==> src/rtl/ctr_pkg.sv <==
// Shared definitions for the CTR-mode Feistel datapath: block geometry and packer states.
// Imported by the pixel packer, the encryptor and their benches.
package ctr_pkg;

    localparam int unsigned DATA_WIDTH  = 256;
    localparam int unsigned PIXEL_WIDTH = 8;
    localparam int unsigned BYTES       = DATA_WIDTH / PIXEL_WIDTH;

    // Width of a byte count that must represent 1..bytes inclusive.
    function automatic int unsigned nbytes_width(input int unsigned bytes);
        return $clog2(bytes) + 1;
    endfunction

    typedef enum logic {
        WAIT_KEY,
        FILL
    } state_e;

endpackage

==> src/rtl/ctr_pixel_block_packer.sv <==
// Packs a byte-wide pixel stream into DATA_WIDTH plaintext blocks for the CTR encryptor.
// Input is held off until the key schedule first reports valid keys.
module ctr_pixel_block_packer #(
    parameter int unsigned              DATA_WIDTH  = ctr_pkg::DATA_WIDTH,
    parameter int unsigned              PIXEL_WIDTH = ctr_pkg::PIXEL_WIDTH,
    parameter logic [PIXEL_WIDTH-1:0]   PAD_BYTE    = '0,
    localparam int unsigned             BYTES       = DATA_WIDTH / PIXEL_WIDTH,
    localparam int unsigned             NB_W        = ctr_pkg::nbytes_width(BYTES)
) (
    input  logic                   clk,
    input  logic                   reset_n,
    input  logic                   key_valid,
    input  logic                   s_tvalid,
    output logic                   s_tready,
    input  logic [PIXEL_WIDTH-1:0] s_tdata,
    input  logic                   s_tlast,
    output logic                   blk_tvalid,
    output logic [DATA_WIDTH-1:0]  blk_data,
    output logic                   blk_last,
    output logic [NB_W-1:0]        blk_nbytes,
    output logic [31:0]            blk_count
);
    import ctr_pkg::*;

    localparam int unsigned IDX_W = (BYTES > 1) ? $clog2(BYTES) : 1;
    localparam int unsigned LHI_W = $clog2(DATA_WIDTH);

    state_e                r_state;
    logic [IDX_W-1:0]      r_idx;
    logic [DATA_WIDTH-1:0] r_asm;

    logic [DATA_WIDTH-1:0] w_merged;
    logic [LHI_W-1:0]      w_lane_hi;
    logic                  w_acc;
    logic                  w_close;

    assign s_tready  = (r_state == FILL);
    assign w_acc     = s_tvalid && s_tready;
    assign w_close   = s_tlast || (r_idx == IDX_W'(BYTES - 1));
    // First pixel lands in the MSB lane.
    assign w_lane_hi = LHI_W'(DATA_WIDTH - 1 - 32'(r_idx) * PIXEL_WIDTH);

    always_comb begin
        w_merged = r_asm;
        w_merged[w_lane_hi -: PIXEL_WIDTH] = s_tdata;
    end

    always_ff @(posedge clk or negedge reset_n) begin
        if (!reset_n) begin
            r_state    <= WAIT_KEY;
            r_idx      <= '0;
            r_asm      <= {BYTES{PAD_BYTE}};
            blk_tvalid <= 1'b0;
            blk_data   <= '0;
            blk_last   <= 1'b0;
            blk_nbytes <= '0;
            blk_count  <= '0;
        end else begin
            blk_tvalid <= 1'b0;
            unique case (r_state)
                WAIT_KEY: begin
                    if (key_valid) begin
                        r_state <= FILL;
                    end
                end
                FILL: begin
                    if (w_acc) begin
                        if (w_close) begin
                            // Unwritten lanes above idx still hold PAD_BYTE.
                            blk_data   <= w_merged;
                            blk_tvalid <= 1'b1;
                            blk_nbytes <= NB_W'(r_idx) + NB_W'(1);
                            blk_last   <= s_tlast;
                            blk_count  <= blk_count + 32'd1;
                            r_idx      <= '0;
                            r_asm      <= {BYTES{PAD_BYTE}};
                        end else begin
                            r_asm <= w_merged;
                            r_idx <= r_idx + IDX_W'(1);
                        end
                    end
                end
                default: r_state <= WAIT_KEY;
            endcase
        end
    end

endmodule

==> config.mk <==
export PLATFORM = sky130hd
export DESIGN_NAME = ctr_pixel_block_packer
export DESIGN_NICKNAME = d
export VERILOG_FILES = /design/src/rtl/ctr_pkg.sv /design/src/rtl/ctr_pixel_block_packer.sv
export SDC_FILE = /design/constraint.sdc
export NUM_CORES = 1
export LEC_CHECK = 0
export CORE_UTILIZATION = 27
export DETAILED_ROUTE_END_ITERATION = 8
export GPL_ROUTABILITY_DRIVEN = 1
export GPL_TIMING_DRIVEN = 0
export PLACE_DENSITY = 0.54
export SLEW_MARGIN = 10
export SYNTH_ARGS = -nofsm -noshare
export SYNTH_HDL_FRONTEND = slang
export SYNTH_SLANG_ARGS = --single-unit
==> constraint.sdc <==
create_clock -name clk -period 6.9 [get_ports clk]
set_input_delay 1.38 -clock clk [delete_from_list [all_inputs] [get_ports clk]]
set_output_delay 1.38 -clock clk [all_outputs]
set_load 0.03 [all_outputs]
# After elaboration in Yosys (flattened, before gate mapping)
# Cells that the tools add are included.
# word_totals
ff_bits	558
in_bits	13
out_inout_bits	297
wordCells	28
# op_classes
addsub	5
eq_ne	1
shifts	2
muxes	8
reduce_logical	4
# op_table
cell	count
$shift A8 B10 Y263 const A	1
$shiftx A8 B10 Y263	1
$bwmux W256	1
$mux W256	1
$add A32 B1 Y32 const B	1
$neg A8 Y10	1
$sub A8 B8 Y8 const A	1
$add A5 B1 Y6 const B	1
$add A5 B1 Y5 const B	1
$eq A5 B5 Y1 const B	1
$mux W1	5
$mux W5	1
$reduce_and A3 Y1	1
$reduce_and A2 Y1	1
$logic_and A1 B1 Y1	1
$logic_or A1 B1 Y1	1

# Logic depth before layout (Yosys ltp)
# depth
word_depth	5
depth_mapped	13

# Worst setup path after synthesis
# Ideal clock, no wire load.
# synth_path
path_type	reg-to-reg
startpoint	reg r_idx[2]
endpoint	reg blk_data[10]
t_arrival_ns	2.551
t_required_ns	6.817
slack_ns	4.266
stages_incl_launch_ff	13
cell_sequence	dfrtp_1 > buf_6 > buf_2 > buf_2 > buf_2 > and3_1 > ha_1 > o211ai_1 > buf_2 > buf_2 > buf_1 > nand2_1 > o21ai_0
# synth_via
elab_chain_cells	4
# synth_lines
item	line_no	rtl
start, declared	ctr_pixel_block_packer.sv:29	logic [IDX_W-1:0] r_idx;
start signal, assigned	ctr_pixel_block_packer.sv:79	r_idx <= r_idx + IDX_W'(1);
$sub A8 B8 Y8	ctr_pixel_block_packer.sv:41	assign w_lane_hi = LHI_W'(DATA_WIDTH - 1 - 32'(r_idx) * PIXEL_WIDTH);
$neg A8 Y10	ctr_pixel_block_packer.sv:45	w_merged[w_lane_hi -: PIXEL_WIDTH] = s_tdata;
$shiftx A8 B10 Y263 / $shift A8 B10 Y263 (equally long branches)	ctr_pixel_block_packer.sv:45	
$bwmux W256	ctr_pixel_block_packer.sv:45	
end signal, assigned	ctr_pixel_block_packer.sv:70	blk_data <= w_merged;
end, declared	ctr_pixel_block_packer.sv:18	output logic [DATA_WIDTH-1:0] blk_data,
# Parallel ways exist; a longest one is shown, timed or not.
# A chain may end at the register's enable or synchronous reset.

# Worst setup path after layout
# layout_path
startpoint	reg r_idx[2]
endpoint	reg blk_data[146]
# Same word-level chain as after synthesis.

==> results.toml <==
[outcome]
status = "complete, no violations"

[sta]
final_max_slew_viol_count = 0
fin_crit_sh_pct = 59.46
time_the_final_worst_path_needs_with_i_o_delays_and_setup_ns = 4.103
timing_limited_maximum_frequency_mhz = 243.7
hold-worst-slack_ns = 0.4749
fin_setup_tns_ns = 0
maxSlewHeadroom_pct = 3.471
setup_violations = 0
unrepaired_setup_endpoints_after_global_routing = "false"
max_slew.worst_pin.slew_ns = 1.442
setup_ws_ns = 2.797
hold_violations = 0
worst_clock_skew_ns = 0.03000

[setup_path]
worstSetupEndpointType = "flop"
worst-path-max-fanout = 10
path_buf_inv = 6
critical_path.slowest_cell = "sky130_fd_sc_hd__clkbuf_1"
critical_path_class = "reg -> reg"
worstPathCellList = "buf_6 > buf_2 > buf_2 > buf_2 > and3_1 > ha_1 > o211ai_1 > clkbuf_1 > clkbuf_1 > o21ai_0"
worst-path-stages = 10
ff2ff_path_depth = 10
critical-path-top-delay-family = "buffers and inverters"
worst_setup_path_start_kind = "flop"
cp-startpoint = "r_idx[2]"
critPathRequiredTime_ns = 7.36
worst-endpoint-arrival_ns = 4.56
timing.rr.start = "r_idx[2]"
crit_path_frequent_cell = "sky130_fd_sc_hd__buf_2"
max_stage_delay_ns = 0.97

[layout]
syn_to_final_growth_pct = 28.34
drive_above_1_share_pct = 8.479
layout.cell_area.non_filler_sq_mm = 0.03094
nets = 2661
fin_cells = 3856
final.fill_count = 9004

[synth]
synth-warning-count = 0
synth.distinct_cells = 53
synth.net_count = 2286
post_synth_instance_area_sq_mm = 0.02411
ys.flop_type = "sky130_fd_sc_hd__dfrtp_1"
postSynth.asyncResetShare_pct = 100.0
syn_inst = 2266
number_of_flops_mapped_to_enable_cells_by_yosys = 0
synthesis.area_per_instance_sq_um = 10.64
postSynthRegisterBits = 558
fraction_of_the_yosys_area_taken_by_sequential_cells_pct = 57.91

[place]
dp_cells = 3738
numPortBuffers = 301
dpl_cell_area_sq_mm = 0.02876
detailedPlacementHpwl_um = 62720
place.gp.congestion = 0.8151
pre_cts_slack_ns = 2.605

[clocking]
postCtsHoldBufs = 0
number_of_levels_the_h_tree_was_split_into = 3
tritoncts.num_buffers = 66
clk_transition_reported_paths_ns = 0.06
ctsRootBufferMaster = "sky130_fd_sc_hd__clkbuf_16"
tritoncts_clock_tree = "yes"
post_cts_resized = 0
cts_post_setup_buffers_inserted = 0
clock_insertion_delay_worst_skew_ns = 0.63
cts-root-to-sink-buffers = 3
cts.sink_count = 558

[drt]
drt_iter0_markers = 1362
drt-pass1-iter-count = 8
post_drt_via_cell_ratio = 4.937
drt-total-wl_um = 88260
final_antenna_net_count = 0
drc = 0
num_vias = 19040
avgRoutedWirePerCell_um = 22.89

[floorplan]
fp-row-count = 109
core_region_area_sq_mm = 0.08837
die-height_um = 300.8
floorplan.initialDensity_pct = 27.28
ios = 310
die_w_um = 300.8
die-area_sq_mm = 0.09050

[job]
max-cap-violations = 0

[hold_path]
min_delay_path_depth = 2
hold_path.class = "reg -> reg"
hold_path.startpoint = "blk_data[10]"

[global_route]
overflow_after_grt = 0
grt_max_degree = 104
grt_first_pass_wirelength_um = 128600
grt_antenna_before_repair = 5
gr-usage-all-layers_pct = 19.28
first_global_vias = 18770

[pwr]
peakVddDrop_mv = 0.1398
power_leakage_nw = 12.88
cellPowerDensity_mw_per_mm2 = 246.2
==> final timing paths <==
| path | to | slack (ns) |
|---|---|---|
| min in group asynchronous | blk_data[66] | 0.66 |
| max | blk_data[146] | 2.80 |
| max reg2reg | blk_data[146] | 2.80 |
| max in group asynchronous | r_asm[110] | 4.23 |
| min reg2reg | blk_data[10] | 0.47 |
| min | blk_data[10] | 0.47 |
==> logic make-up after synthesis <==
group | count (synthesis) | share of synthesized area (%)
adders and majority gates | 7 | 0.3632
DFF | 558 | 57.91
and+or+nand+nor | 701 | 14.41
buffers and inverters | 176 | 3.352
xor gates and xnor gates | 33 | 1.199
AOI/OAI and AO/OA | 695 | 18.78
muxes | 96 | 3.985
==> synthesized netlist by cell type (4+ instances only) <==
cell type / n / area (sq um)
sky130_fd_sc_hd__nor2_1: 182 / 683.2
sky130_fd_sc_hd__nor4_2: 5 / 62.56
sky130_fd_sc_hd__nand4b_2: 8 / 120.1
sky130_fd_sc_hd__nand3_1: 13 / 65.06
sky130_fd_sc_hd__o2bb2ai_2: 8 / 120.1
sky130_fd_sc_hd__nor2_4: 4 / 45.04
sky130_fd_sc_hd__o21ai_2: 4 / 35.03
sky130_fd_sc_hd__buf_4: 9 / 67.56
sky130_fd_sc_hd__nand2b_1: 25 / 156.4
sky130_fd_sc_hd__buf_6: 7 / 78.83
sky130_fd_sc_hd__and2b_1: 5 / 37.54
sky130_fd_sc_hd__nor3_2: 5 / 50.05
sky130_fd_sc_hd__mux2i_1: 96 / 960.9
sky130_fd_sc_hd__nand4_1: 26 / 162.7
sky130_fd_sc_hd__ha_1: 7 / 87.58
sky130_fd_sc_hd__and2_1: 10 / 62.56
sky130_fd_sc_hd__nand4b_1: 27 / 236.5
sky130_fd_sc_hd__a22o_1: 98 / 858.3
sky130_fd_sc_hd__buf_1: 14 / 52.55
sky130_fd_sc_hd__dfrtp_1: 558 / 13960
sky130_fd_sc_hd__o21ai_1: 4 / 20.02
sky130_fd_sc_hd__a21oi_1: 161 / 805.8
sky130_fd_sc_hd__inv_1: 5 / 18.77
sky130_fd_sc_hd__clkbuf_1: 92 / 345.3
sky130_fd_sc_hd__xor2_1: 7 / 61.31
sky130_fd_sc_hd__nand4bb_1: 7 / 78.83
sky130_fd_sc_hd__nor3_1: 6 / 30.03
sky130_fd_sc_hd__buf_2: 49 / 245.2
sky130_fd_sc_hd__and3_1: 8 / 50.05
sky130_fd_sc_hd__xnor2_1: 26 / 227.7
sky130_fd_sc_hd__o21ai_0: 263 / 1316
sky130_fd_sc_hd__o2bb2ai_1: 152 / 1331
sky130_fd_sc_hd__nand2_1: 325 / 1220
sky130_fd_sc_hd__nor3b_2: 8 / 100.1
sky130_fd_sc_hd__nand3b_1: 16 / 120.1
==> flip-flops by register name, summed over array words and instances, names as in the netlist <==
register and cells:
blk_tvalid 1, s_tready 1, r_asm 256, blk_nbytes 6, blk_data 256, blk_count 32
r_idx 5, blk_last 1
==> per-layer routing <==
layer	part of all wire [%]	global-route usage (%)
met1	45	26.54
met2	46	29.80
met3	6.6	4.798
met4	2.5	5.656
met5	0.015	0
==> worst register-to-register path: stages, from the launching register on <==
cell	delay [ns]
sky130_fd_sc_hd__dfrtp_1	0.48
sky130_fd_sc_hd__buf_6	0.19
sky130_fd_sc_hd__buf_2	0.21
sky130_fd_sc_hd__buf_2	0.22
sky130_fd_sc_hd__buf_2	0.20
sky130_fd_sc_hd__and3_1	0.19
sky130_fd_sc_hd__ha_1	0.22
sky130_fd_sc_hd__o211ai_1	0.48
sky130_fd_sc_hd__clkbuf_1	0.97
sky130_fd_sc_hd__clkbuf_1	0.58
sky130_fd_sc_hd__o21ai_0	0.19
==> final cells by class <==
| class | count | area [sq um] | share of cell area (%) |
|---|---|---|---|
| diodes | 2 | 5.005 | 0.01617 |
| inverters | 5 | 18.77 | 0.06065 |
| clock inverters | 24 | 297.8 | 0.9624 |
| plain buffers | 171 | 790.8 | 2.555 |
| flip-flops and latches | 558 | 13960 | 45.13 |
| clock buffers | 92 | 1882 | 6.081 |
| repair buffers | 307 | 3183 | 10.29 |
| well taps | 1165 | 1458 | 4.711 |
| multi-input cells | 1532 | 9345 | 30.20 |
==> stage by stage <==
stage	total power, mW	utilization (%)
final	7.619	35.01
after global routing	7.882	35.01
after CTS	7.712	35.01
after detailed placement	4.126	32.54
after global placement	4.118	32.34
after floorplan	3.765	-
==> where the power goes <==
part / internal [mW] / total [mW] / switching, mW
sequential: 3.32 / 3.37 / 0.0536
combinational: 0.177 / 0.689 / 0.512
clock: 2.10 / 3.56 / 1.46
==> layout by cell type (no fill, tap or decap), types with 49 or more instances in the layout <==
cell	synthesis	final
sky130_fd_sc_hd__buf_2	49	49
sky130_fd_sc_hd__clkbuf_1	92	106
sky130_fd_sc_hd__o21ai_0	263	263
sky130_fd_sc_hd__nand2_1	325	325
sky130_fd_sc_hd__clkdlybuf4s50_1	0	300
sky130_fd_sc_hd__a21oi_1	161	161
sky130_fd_sc_hd__mux2i_1	96	96
sky130_fd_sc_hd__a22o_1	98	98
sky130_fd_sc_hd__nor2_1	182	182
sky130_fd_sc_hd__clkbuf_16	0	68
sky130_fd_sc_hd__o2bb2ai_1	152	152
sky130_fd_sc_hd__dfrtp_1	558	558
No activity file was read; power rests on OpenSTA's default activity.
